==> config.mk <==
export PLATFORM = sky130hd
export DESIGN_NAME = serial_byte_loader_flat
export DESIGN_NICKNAME = d
export VERILOG_FILES = /design/src/rtl/serial_byte_loader_if.sv /design/src/rtl/serial_byte_loader.sv /design/src/flat_wrapper.sv
export SDC_FILE = /design/constraint.sdc
export NUM_CORES = 1
export LEC_CHECK = 0
export BUFFER_PORTS_ARGS = -buffer_cell sky130_fd_sc_hd__clkbuf_2
export CORE_MARGIN = 3
export CORE_UTILIZATION = 52
export DETAILED_ROUTE_END_ITERATION = 7
export PLACE_DENSITY = 0.72
export SETUP_SLACK_MARGIN = 0.1
export SLEW_MARGIN = 20
export SYNTH_ARGS = -nofsm -noshare
export SYNTH_HDL_FRONTEND = slang
export SYNTH_SLANG_ARGS = --single-unit
==> constraint.sdc <==
create_clock -name clk -period 1.72 [get_ports clk]
set_clock_uncertainty 0.05 [all_clocks]
set_input_delay 0.172 -clock clk [delete_from_list [all_inputs] [get_ports clk]]
set_output_delay 0.172 -clock clk [all_outputs]
set_load 0.01 [all_outputs]
==> src/rtl/serial_byte_loader_if.sv <==
// Serial byte loader bus: serial input side plus assembled-byte output side.
interface serial_byte_loader_if;
  logic       start;
  logic       clr;
  logic       sin;
  logic       sin_valid;
  logic [7:0] data_out;
  logic       load;
  logic       busy;
  logic       err;

  modport master (
    output start, clr, sin, sin_valid,
    input  data_out, load, busy, err
  );

  modport slave (
    input  start, clr, sin, sin_valid,
    output data_out, load, busy, err
  );
endinterface

==> src/rtl/serial_byte_loader.sv <==
// Assembles 8 serial bits into a byte and strobes load for one cycle.
// Optional even-parity 9th bit enabled by defining PARITY_CHECK_EN.
module serial_byte_loader #(
  parameter bit LSB_FIRST = 1'b1
) (
  input  logic                  clk,
  input  logic                  rst,
  serial_byte_loader_if.slave   bus
);

`ifdef PARITY_CHECK_EN
  typedef enum logic [1:0] {IDLE = 2'd0, SHIFT = 2'd1, PARITY = 2'd2, LOAD = 2'd3} state_t;
`else
  typedef enum logic [1:0] {IDLE = 2'd0, SHIFT = 2'd1, LOAD = 2'd3} state_t;
`endif

  state_t     state_q, state_d;
  logic [2:0] cnt_q, cnt_d;
  logic [7:0] shreg_q, shreg_d;
  logic [7:0] data_q, data_d;
  logic       load_q, load_d;
`ifdef PARITY_CHECK_EN
  logic       err_q, err_d;
`endif

  function automatic logic [7:0] shift_in(input logic [7:0] cur, input logic b);
    if (LSB_FIRST) shift_in = {b, cur[7:1]};
    else           shift_in = {cur[6:0], b};
  endfunction

  always_comb begin
    state_d = state_q;
    cnt_d   = cnt_q;
    shreg_d = shreg_q;
    data_d  = data_q;
`ifdef PARITY_CHECK_EN
    err_d   = err_q;
`endif
    if (bus.clr) begin
      state_d = IDLE;
    end else begin
      case (state_q)
        IDLE: begin
          if (bus.start) begin
            state_d = SHIFT;
            cnt_d   = 3'd0;
            shreg_d = 8'h00;
`ifdef PARITY_CHECK_EN
            err_d   = 1'b0;
`endif
          end
        end
        SHIFT: begin
          if (bus.sin_valid) begin
            shreg_d = shift_in(shreg_q, bus.sin);
            cnt_d   = cnt_q + 3'd1;
            if (cnt_q == 3'd7) begin
`ifdef PARITY_CHECK_EN
              state_d = PARITY;
`else
              state_d = LOAD;
              data_d  = shreg_d;
`endif
            end
          end
        end
`ifdef PARITY_CHECK_EN
        // Even parity: the parity bit equals the XOR of the data bits.
        PARITY: begin
          if (bus.sin_valid) begin
            if (bus.sin == ^shreg_q) begin
              state_d = LOAD;
              data_d  = shreg_q;
            end else begin
              state_d = IDLE;
              err_d   = 1'b1;
            end
          end
        end
`endif
        LOAD:    state_d = IDLE;
        default: state_d = IDLE;
      endcase
    end
    // load is registered: it rises on the edge that enters LOAD.
    load_d = (state_d == LOAD);
  end

  always_ff @(posedge clk or negedge rst) begin
    if (!rst) begin
      state_q <= IDLE;
      cnt_q   <= 3'd0;
      shreg_q <= 8'h00;
      data_q  <= 8'h00;
      load_q  <= 1'b0;
`ifdef PARITY_CHECK_EN
      err_q   <= 1'b0;
`endif
    end else begin
      state_q <= state_d;
      cnt_q   <= cnt_d;
      shreg_q <= shreg_d;
      data_q  <= data_d;
      load_q  <= load_d;
`ifdef PARITY_CHECK_EN
      err_q   <= err_d;
`endif
    end
  end

  assign bus.data_out = data_q;
  assign bus.load     = load_q;
  assign bus.busy     = (state_q != IDLE);
`ifdef PARITY_CHECK_EN
  assign bus.err      = err_q;
`else
  assign bus.err      = 1'b0;
`endif

endmodule

==> src/flat_wrapper.sv <==
// flat-port wrapper written by rule: the top's interface ports become plain ports
module serial_byte_loader_flat 
#(
  parameter bit LSB_FIRST = 1'b1
)
  (clk, rst, bus_start, bus_clr, bus_sin, bus_sin_valid, bus_data_out, bus_load, bus_busy, bus_err);
  serial_byte_loader_if bus_i ();
  input  logic clk;
  input  logic rst;
  input wire logic [$bits(bus_i.start)-1:0] bus_start;
  input wire logic [$bits(bus_i.clr)-1:0] bus_clr;
  input wire logic [$bits(bus_i.sin)-1:0] bus_sin;
  input wire logic [$bits(bus_i.sin_valid)-1:0] bus_sin_valid;
  output wire logic [$bits(bus_i.data_out)-1:0] bus_data_out;
  output wire logic [$bits(bus_i.load)-1:0] bus_load;
  output wire logic [$bits(bus_i.busy)-1:0] bus_busy;
  output wire logic [$bits(bus_i.err)-1:0] bus_err;
  assign bus_i.start = bus_start;
  assign bus_i.clr = bus_clr;
  assign bus_i.sin = bus_sin;
  assign bus_i.sin_valid = bus_sin_valid;
  assign bus_data_out = bus_i.data_out;
  assign bus_load = bus_i.load;
  assign bus_busy = bus_i.busy;
  assign bus_err = bus_i.err;
  serial_byte_loader #(.LSB_FIRST(LSB_FIRST)) u_core (.clk(clk), .rst(rst), .bus(bus_i));
endmodule
==> results_tabular.tex <==
\begin{tabular}{lr}
\hline
Metric & Value \\
\hline
\multicolumn{2}{l}{\textbf{Synth}} \\
\quad Number of synthesized flops with an enable pin & 0 \\
\quad Number of distinct library cells after synthesis & 17 \\
\quad Synth Net Count & 81 \\
\quad Mean cell area of the mapped netlist & 12.4 um2 \\
\quad Leading register cell type out of synthesis & sky130\_fd\_sc\_hd\_\_dfrtp\_1 \\
\quad Post-synthesis cell area & slightly above 900 um2 \\
\quad Number of warning messages in the yosys log & 0 \\
\quad Gate count of the mapped netlist & 73 \\
\quad Async set or reset register ratio after synthesis & 1.00 \\
\quad Number of storage elements in the synthesis netlist & 21 \\
\quad Sequential share of the synthesized area & 0.579 \\
\multicolumn{2}{l}{\textbf{Global route}} \\
\quad Global-route wire length before repair & 2350 um \\
\quad Remaining Overflow, GRT & 0 \\
\quad Via count of the first global-routing pass & $\sim$550 \\
\quad Antenna violations before repair & 0 \\
\quad Overall fraction of global-route tracks in use & 0.148 \\
\quad Maximum number of pins on one net before global-route repair & 22 \\
\multicolumn{2}{l}{\textbf{Worst setup path}} \\
\quad Setup crit end kind & flip-flop \\
\quad CP max FO & 10 \\
\quad Critical Path AT & 1.65 ns \\
\quad Worst path max stage delay & 0.41 ns \\
\quad Cells along the critical path & ha\_1 -> ha\_1 -> nand4\_4 -> mux2\_2 \\
\quad Required arrival time at the worst endpoint & 1.86 ns \\
\quad Library cell contributing the largest single delay on the critical path & sky130\_fd\_sc\_hd\_\_dfrtp\_1 \\
\quad Kind of start point of the critical path & flip-flop \\
\quad Family with the most delay on the worst path & flip-flops \\
\quad Bufs and invs on worst path & 0 \\
\quad Library cell appearing most often on the critical path & sky130\_fd\_sc\_hd\_\_ha\_1 \\
\quad Worst setup path class & reg -> reg \\
\multicolumn{2}{l}{\textbf{Final layout}} \\
\quad Final layout net count & roughly 100 \\
\quad Most common cell after layout, fill and taps aside & sky130\_fd\_sc\_hd\_\_dfrtp\_1 \\
\quad Leading cell types in the layout, fill and taps excluded & sky130\_fd\_sc\_hd\_\_dfrtp\_1 (21), sky130\_fd\_sc\_hd\_\_clkbuf\_2 (15), sky130\_fd\_sc\_hd\_\_inv\_1 (11), sky130\_fd\_sc\_hd\_\_mux2i\_1 (10), sky130\_fd\_sc\_hd\_\_nand2\_1 (9) \\
\quad Share of final-layout standard cells stronger than drive strength 1 & 0.348 \\
\quad Post-layout util & 0.660 \\
\quad Number of diodes added for antenna fixing & 0 \\
\quad Area grow syn2layout & 14.6\% \\
\quad Count of fill cells added during filler insertion & 142 \\
\quad Non-filler cells in the finished layout & 108 \\
\multicolumn{2}{l}{\textbf{Power}} \\
\quad Leakage power of the design & 0.563 nW \\
\quad Power share of the combinational group & 0.108 \\
\quad Cell-internal power & 0.000649 W \\
\quad Share of total power consumed by net switching & 0.247 \\
\quad Cell area power density & between 800 and 900 nW/um2 \\
\quad Switch Pwr & 0.000213 W \\
\quad Power share of the sequential group & 0.622 \\
\quad Maximum VDD drop & between 0.0006 and 0.0007 V \\
\quad Share of total power in the clock network & 0.270 \\
\multicolumn{2}{l}{\textbf{Floorplanning}} \\
\quad Die span in x & 47.8 um \\
\quad Number of cell rows & 14 \\
\quad Number of top-level pins & 17 \\
\quad Core Box Area & 1580 um2 \\
\quad Die height & 47.8 um \\
\quad Effective utilization at floorplan & 0.575 \\
\quad Full die area & 2280 um2 \\
\multicolumn{2}{l}{\textbf{Clocking}} \\
\quad Depth of the CTS H-tree & 1 \\
\quad Clock tree from TritonCTS & done \\
\quad Insertion delay to the later sink of the worst-skew pair & 0.30 ns \\
\quad Post-CTS clock slew at the launch and capture registers of the worst setup and hold paths & 0.12 ns \\
\quad TritonCTS Buffers & 3 \\
\quad Clock tree buffer depth & 2 \\
\quad Post CTS Setup Buffer Count & 0 \\
\quad Clock Tree Root & sky130\_fd\_sc\_hd\_\_clkbuf\_4 \\
\quad Clock sink count & 21 \\
\multicolumn{2}{l}{\textbf{Drt}} \\
\quad Detailed Routing Iterations Pass 1 & 4 \\
\quad Final ANT Viol Nets & 0 \\
\quad Initial DRC Count & 5 \\
\quad Wire length after detailed routing & 1360 um \\
\quad Mean routed wirelength per cell & around 13 um \\
\quad Total vias in the final route & 568 \\
\quad Number of remaining DRC errors & 0 \\
\quad Via count normalized by instance count & 5.26 \\
\multicolumn{2}{l}{\textbf{Timing}} \\
\quad Final worst path period need & 1.50 ns \\
\quad Final worst-path cycle share & 0.874 \\
\quad Max Clk Rate & 0.665 GHz \\
\quad Unrepaired setup endpoints after global routing & false \\
\quad Minimum hold slack & 0.0330 ns \\
\quad Pins Over Slew Limit & 0 \\
\quad Final worst setup slack & 0.217 ns \\
\quad Setup total negative slack & 0 ns \\
\quad Final number of hold-violating endpoints & 0 \\
\quad Final-report setup violation count & 0 \\
\multicolumn{2}{l}{\textbf{Place}} \\
\quad Number of placed instances with taps included & 103 \\
\quad Minimum setup slack after placement & roughly 0.14 ns \\
\quad Number of port buffers & 15 \\
\quad DP HPWL & 1010 um \\
\quad Final GP Congestion & 0.684 \\
\multicolumn{2}{l}{\textbf{Run}} \\
\quad Max capacitance violation total & 0 \\
\multicolumn{2}{l}{\textbf{Hold path}} \\
\quad Min-delay worst type & in -> reg \\
\multicolumn{2}{l}{\textbf{Outcome}} \\
\quad Result of the run & finished, final reports clean \\
\hline
\end{tabular}
==> repair_timing <==
item	in CTS	in global routing
endpoints found under the hold margin	21	0
endpoints found under the setup margin	0	5
gates resized for setup	0	1
hold buffers	1	0
==> cells by family after synthesis <==
| group | share of synthesized area |
|---|---|
| flops | 0.579 |
| mux | 0.222 |
| simple gates | 0.0869 |
| buf+inv | 0.0717 |
| fa+ha+maj | 0.0276 |
| compound gates | 0.00828 |
| other cells | 0.00413 |
==> registers in the layout, indices dropped and copies added (netlist names) <==
register and cells:
u_core.shreg_q 7, u_core.bus.data_out 8, u_core.bus.load 1, u_core.cnt_q 3, u_core.state_q 2
==> layout make-up <==
type / count / area [um2] / share of cell area
flip-flops and latches: 21 / 526 / 0.505
repair buffers: 18 / 100 / 0.0963
clock inverters: 1 / 5.00 / 0.00481
clock buffers: 3 / 22.5 / 0.0217
inverters: 11 / 41.3 / 0.0397
well taps: 16 / 20.0 / 0.0193
multi-input cells: 38 / 325 / 0.313
==> cell usage after synthesis (2+ instances only) <==
library cell               n  share of area
sky130_fd_sc_hd__dfrtp_1  21           0.58
sky130_fd_sc_hd__ha_1      2          0.028
sky130_fd_sc_hd__inv_1    11          0.046
sky130_fd_sc_hd__mux2_2    8          0.099
sky130_fd_sc_hd__mux2i_1  10           0.11
sky130_fd_sc_hd__nand2_1   9          0.037
sky130_fd_sc_hd__nor2b_1   2          0.014
==> routing by layer <==
metal / vias up / track usage / wire length [um]
met2: 13 / 0.248 / 688
met5: - / 0 / 0
met4: 0 / 0.0484 / 19
met1: 283 / 0.197 / 603
met3: 2 / 0.0226 / 49
li1: 270 / - / -
==> final timing paths <==
check                                                endpoint  slack (ns)  depth (start not counted)                               start
min in group asynchronous  u_core.bus.data_out[0]$_DFFE_PN0P_        0.30                          2                                 rst
hold / removal                    u_core.state_q[0]$_DFF_PN0_        0.03                          2                           bus_start
max in group asynchronous         u_core.cnt_q[1]$_DFFE_PN0P_        0.98                          2                                 rst
setup reg to reg           u_core.bus.data_out[3]$_DFFE_PN0P_        0.22                          4         u_core.cnt_q[0]$_DFFE_PN0P_
setup / recovery           u_core.bus.data_out[3]$_DFFE_PN0P_        0.22                          4         u_core.cnt_q[0]$_DFFE_PN0P_
hold reg to reg            u_core.bus.data_out[2]$_DFFE_PN0P_        0.47                          1  u_core.bus.data_out[2]$_DFFE_PN0P_
==> metrics by stage <==
step | cell area (um2) | total power, W
after detailed placement | 993 | 0.000639
after global routing | 1040 | 0.000909
final | 1040 | 0.000862
after global placement | 993 | 0.000637
after CTS | 1030 | 0.000874
after floorplan | 907 | 0.000605
==> power by group through the flow <==
stage                     logic (W)  clock network (W)  registers (W)
after floorplan           0.0000606                  0       0.000544
after global placement    0.0000920                  0       0.000545
after detailed placement  0.0000929                  0       0.000546
after CTS                 0.0000950           0.000243       0.000536
after global routing       0.000108           0.000260       0.000541
final                     0.0000929           0.000232       0.000536
Note: power is estimated with default switching activity, not from simulation.
